--- src/rtl/x25519_pkg.sv ---
// Shared constants, widths and state encoding for the X25519/Ed25519 point path.
package x25519_pkg;

   localparam int FE_W      = 255;
   localparam int ENC_BYTES = 32;
   localparam int ENC_W     = 8 * ENC_BYTES;
   localparam int CNT_W     = $clog2(ENC_BYTES);

   localparam logic [FE_W-1:0] P25519 =
      255'd57896044618658097711785492504343953926634992332820282019728792003956564819949;

   typedef enum logic [2:0] {
      IDLE    = 3'd0,
      CAPTURE = 3'd1,
      REDUCE  = 3'd2,
      SEND    = 3'd3,
      DONE    = 3'd4
   } state_t;

endpackage

--- src/rtl/canon_reduce.sv ---
// Single compare-and-conditional-subtract bringing a value below 2^W into [0, P).
module canon_reduce
   import x25519_pkg::*;
#(
   parameter int              W = FE_W,
   parameter logic [W-1:0]    P = P25519
)(
   input  logic [W-1:0] a,
   output logic [W-1:0] r
);

   logic [W:0] diff;

   // A borrow out of the top bit means a < P, so the input is already canonical.
   always_comb begin
      diff = {1'b0, a} - {1'b0, P};
      r    = diff[W] ? a : diff[W-1:0];
   end

endmodule

--- src/rtl/point_encode_tx.sv ---
// Captures an affine point, canonicalises it mod p and streams its 32-byte encoding.
module point_encode_tx
   import x25519_pkg::*;
#(
   parameter logic [FE_W-1:0] P = P25519
)(
   input  logic            refclk,
   input  logic            rstn,
   input  logic [FE_W-1:0] px,
   input  logic [FE_W-1:0] py,
   input  logic            res_valid,
   output logic            res_ready,
   output logic [7:0]      tx_data,
   output logic            tx_valid,
   input  logic            tx_ready,
   output logic            tx_last,
   output logic            busy
);

   localparam logic [CNT_W-1:0] LAST_IDX = CNT_W'(ENC_BYTES - 1);

   state_t            state;
   state_t            state_nx;
   logic [FE_W-1:0]   x_q;
   logic [FE_W-1:0]   y_q;
   logic [FE_W-1:0]   xr;
   logic [FE_W-1:0]   yr;
   logic [ENC_W-1:0]  sr;
   logic [CNT_W-1:0]  cnt;
   logic              capture;
   logic              accept;

   canon_reduce #(.W(FE_W), .P(P)) u_reduce_x (.a(x_q), .r(xr));
   canon_reduce #(.W(FE_W), .P(P)) u_reduce_y (.a(y_q), .r(yr));

   // Requiring res_ready low guarantees a held res_valid is never captured twice.
   assign capture = (state == IDLE) && res_valid && !res_ready;
   assign accept  = tx_valid && tx_ready;

   always_ff @(posedge refclk) begin
      if (!rstn) state <= IDLE;
      else       state <= state_nx;
   end

   always_comb begin
      state_nx = state;
      case (state)
         IDLE:    if (capture) state_nx = CAPTURE;
         CAPTURE: state_nx = REDUCE;
         REDUCE:  state_nx = SEND;
         SEND:    if (accept && (cnt == LAST_IDX)) state_nx = DONE;
         DONE:    if (!res_ready) state_nx = IDLE;
         default: state_nx = IDLE;
      endcase
   end

   always_ff @(posedge refclk) begin
      if (!rstn) begin
         res_ready <= 1'b0;
         tx_valid  <= 1'b0;
         sr        <= '0;
         cnt       <= '0;
         x_q       <= '0;
         y_q       <= '0;
      end else begin
         if (capture)                     res_ready <= 1'b1;
         else if (!res_valid && res_ready) res_ready <= 1'b0;

         case (state)
            IDLE: begin
               if (capture) begin
                  x_q <= px;
                  y_q <= py;
               end
            end
            // Reduced values overwrite the raw coordinates; the carry chain ends here.
            CAPTURE: begin
               x_q <= xr;
               y_q <= yr;
            end
            REDUCE: begin
               sr       <= {x_q[0], y_q};
               cnt      <= '0;
               tx_valid <= 1'b1;
            end
            SEND: begin
               if (accept) begin
                  sr <= sr >> 8;
                  if (cnt == LAST_IDX) begin
                     cnt      <= '0;
                     tx_valid <= 1'b0;
                  end else begin
                     cnt <= cnt + CNT_W'(1);
                  end
               end
            end
            default: ;
         endcase
      end
   end

   assign tx_data = sr[7:0];
   assign tx_last = (state == SEND) && (cnt == LAST_IDX);
   assign busy    = (state != IDLE);

endmodule

--- config.mk ---
export PLATFORM = sky130hd
export DESIGN_NAME = point_encode_tx
export DESIGN_NICKNAME = d
export VERILOG_FILES = /design/src/rtl/x25519_pkg.sv /design/src/rtl/canon_reduce.sv /design/src/rtl/point_encode_tx.sv
export SDC_FILE = /design/constraint.sdc
export NUM_CORES = 2
export LEC_CHECK = 0
export CORE_MARGIN = 1.5
export CORE_UTILIZATION = 35
export DETAILED_ROUTE_END_ITERATION = 12
export SLEW_MARGIN = 20
export SYNTH_ARGS = -nofsm -noshare
export SYNTH_HDL_FRONTEND = slang
export SYNTH_SLANG_ARGS = --single-unit
--- constraint.sdc ---
create_clock -name refclk -period 3.5 [get_ports refclk]
set_input_delay 0.7 -clock refclk [delete_from_list [all_inputs] [get_ports refclk]]
set_output_delay 0.7 -clock refclk [all_outputs]
set_load 0.02 [all_outputs]
==> summary.txt <==
Run status
  • Status: finished, final reports clean

Setup path
  • Required @ worst endpoint: ~2.8 ns
  • Crit path arrival time: about 2.7 ns
  • Largest fanout on the critical path: 6
  • Crit path kind: reg2out
  • Crit. End Element: output pin
  • CP Launch Type: flop

GRT
  • Global-route wire length before repair: roughly 260000 um
  • Vias in the first global route: approximately 40000
  • Overflow after GRT: 0
  • Largest net degree at the start of global routing: about 130
  • Initial antenna violation count: 2
  • Gr usage total: a little under 30%

Timing
  • Worst relative slew slack: between 20% and 30%
  • Final Max Slew Viols: 0
  • Max Freq: 295 MHz
  • Tightest Pin Transition: 1.05 ns
  • RSZ-0062 raised after global routing: false
  • Hold_ws: between 0.4 and 0.5 ns
  • Final WS setup: between 0.1 and 0.15 ns
  • Fin Setup TNS: 0 ns
  • Final setup viols: 0
  • Clk_skew: ~0.028 ns
  • Hold Vio Cnt, Final: 0
  • Final worst path period share: just under 100%
  • Min Tclk post-route: 3.39 ns

Synthesis
  • Syn nets: about 5500
  • Ys flop type: dfxtp_1
  • Yosys warning total: 0
  • Post-synthesis cell area: between 30000 and 40000 um2
  • FF+latch count, synth: slightly below 800
  • Synth Area per Inst: between 7 and 8 um2
  • Post-Syn Instances: ~5000
  • Seq/Total Area, Yosys: a little over 40%
  • Synth cell types: 75
  • EDFF count, synth: 0
  • Ys async rst share: 0%

Detailed routing
  • Number of vias in the routed layout: between 40000 and 50000
  • DRT antenna net count: 0
  • DRC: 0
  • DRT Pass-1 Iters: 6
  • DR iter-0 viols: between 5000 and 6000
  • Avg WL per Cell: 24.9 um
  • Vias per inst: roughly 6.1
  • Routed WL: ~170000 um

Power
  • PD cells: 580 nW/um2
  • Comb power frac: 24.4%
  • Switch share: between 30% and 40%
  • Maximum VDD drop: 0.410 mV
  • Final Power: 28.7 mW
  • Sequential share of power: 41.3%
  • Clk pwr share: approximately 34%
  • Switching power: around 10 mW
  • Lkg Pwr: between 15 and 20 nW
  • Pint: 18.8 mW

CTS
  • Clock-pin slew on the worst setup and hold paths: 0.06 ns
  • Number of CTS-inserted buffers: slightly above 90
  • CTS sink count: just under 800
  • Clock root buffer: clkbuf_16
  • Clock tree buffer depth: 3
  • # hold bufs at CTS: 0
  • Clk_lat worst skew: between 0.6 and 0.7 ns
  • CTS tree: done
  • Htree depth: 3

Floorplan
  • Rows: 121
  • Die height: about 330 um
  • Area of the core: around 110000 um2
  • Die Wd: approximately 330 um
  • Die area: 112000 um2
  • Initial Utilization: between 30% and 40%
  • Io pins: about 530

Place
  • I/O Buffers: approximately 530
  • Placed cell count: about 6800
  • Gpl congestion: roughly 0.97
  • Hpwl dp: 126000 um
  • Placement Setup Slack: 0.159 ns
  • Placed Instance Area: between 40000 and 50000 um2

Final layout
  • Final instance area: approximately 50000 um2
  • Layout area overhead: 28.9%
  • Share of cells above drive strength 1: a little under a tenth
  • Nets: around 6000
  • Multi-input logic area: 21200 um2
  • Register Area: about 16000 um2
  • Most frequent cells in the layout: nand2_1, dfxtp_1, nor2_1
  • Fillcell total: around 11000
  • Final cell count without fillers: 6973
  • Most common cell after layout, fill and taps aside: nand2_1
  • Fin util: ~45%

Hold path
  • Hold Path Class: reg2reg

Flow run
  • Max Cap Viol: 0
==> logic make-up (layout without fill, tap and decap cells) <==
family / after synthesis / after routing / synth area share [%]
other: 0 / 1 / 0
AND/OR/NAND/NOR: 2508 / 2508 / 30.4
buffers and inverters: 437 / 997 / 4.64
adder cells (fa/ha/maj): 4 / 4 / 0.130
flip-flops: 776 / 776 / 40.5
AO/OA/AOI/OAI: 1272 / 1272 / 24.3
multiplexers: 1 / 1 / 0.0261
==> metal layers <==
metal  routed length, um  vias up  global-route usage (%)
li1                    -    19618                       -
met3               14100      351                    4.30
met2               78900     2290                    47.3
met1               72500    20547                    40.1
met5                  28        -                       0
met4                8230        4                    13.1
==> flip-flops by register name (all words and copies together) (netlist names) <==
register and flops:
tx_valid 1, x_q 255, cnt 5, y_q 255
state 3, res_ready 1, sr 256
==> layout make-up <==
type                    count  share of cell area (%)
multi-input cells        3785                    42.8
flip-flops and latches    776                    31.4
repair buffers            791                    15.7
clock buffers             138                    5.43
well taps                1414                    3.58
clock inverters            30                   0.736
inverters                  38                   0.304
diodes                      1                 0.00506
==> worst max-delay path, stage by stage (launching register included) <==
cell and delay (ns):
dfxtp_1 0.41, ha_1 0.22, and3_1 0.17, ha_1 0.27, and3_2 0.32, clkdlybuf4s50_1 0.63
==> timing repair <==
item,4_1_cts,5_1_grt
gates resized for setup,0,2
buffers inserted,0,0
endpoints found under the setup margin,0,8
endpoints found under the hold margin,0,0
==> synth_stat cells (8+ instances only) <==
cell       instances  area, um2
buf_1             25       93.8
a22o_1           125       1090
and4_1            23        201
o31ai_1           52        390
o221a_2           58        653
nor3b_1            8       60.1
a211oi_1          23        173
nor3_1           138        691
nand4b_1          21        184
o2bb2ai_1         62        543
nor4b_1           13        114
nor4_1           114        713
buf_4              8       60.1
nand4_1          179       1120
buf_2             28        140
inv_1             37        139
or2_2              9       56.3
or4_1             37        278
a31oi_1           44        275
a41oi_1            9       78.8
and2_1            33        206
nor2_1           538       2020
dfxtp_1          776      15500
o21ai_0          142        711
a32oi_1           11       96.3
and3_1            42        263
o21a_1            10       75.1
nand2_1          968       3630
clkbuf_1         328       1230
a221oi_1           8       70.1
nand3b_1          10       75.1
a311oi_1         244       2140
or3_1             28        175
o211ai_1          81        608
a22oi_1           46        345
a21oi_1          295       1480
buf_6             10        113
nand3_1          314       1570
o221ai_1          13        114
==> worst paths after layout <==
kind	to	cells after the start	slack [ns]	from
setup / recovery	tx_last	5	0.11	cnt[0]$_SDFFE_PN0P_
hold / removal	cnt[4]$_SDFFE_PN0P_	2	0.46	cnt[4]$_SDFFE_PN0P_
setup reg to reg	x_q[135]$_SDFFE_PN0P_	10	0.13	x_q[19]$_SDFFE_PN0P_
hold reg to reg	cnt[4]$_SDFFE_PN0P_	2	0.46	cnt[4]$_SDFFE_PN0P_
==> power by group through the flow <==
stage / Clock [mW] / Sequential [mW] / Combinational [mW]
after floorplan: 0 / 11.4 / 4.34
after global placement: 0 / 11.9 / 6.82
after detailed placement: 0 / 11.9 / 6.91
after CTS: 9.92 / 11.7 / 6.93
after global routing: 10.3 / 12.0 / 7.58
final: 9.85 / 11.8 / 6.98
(Power assumes the default switching activity.)
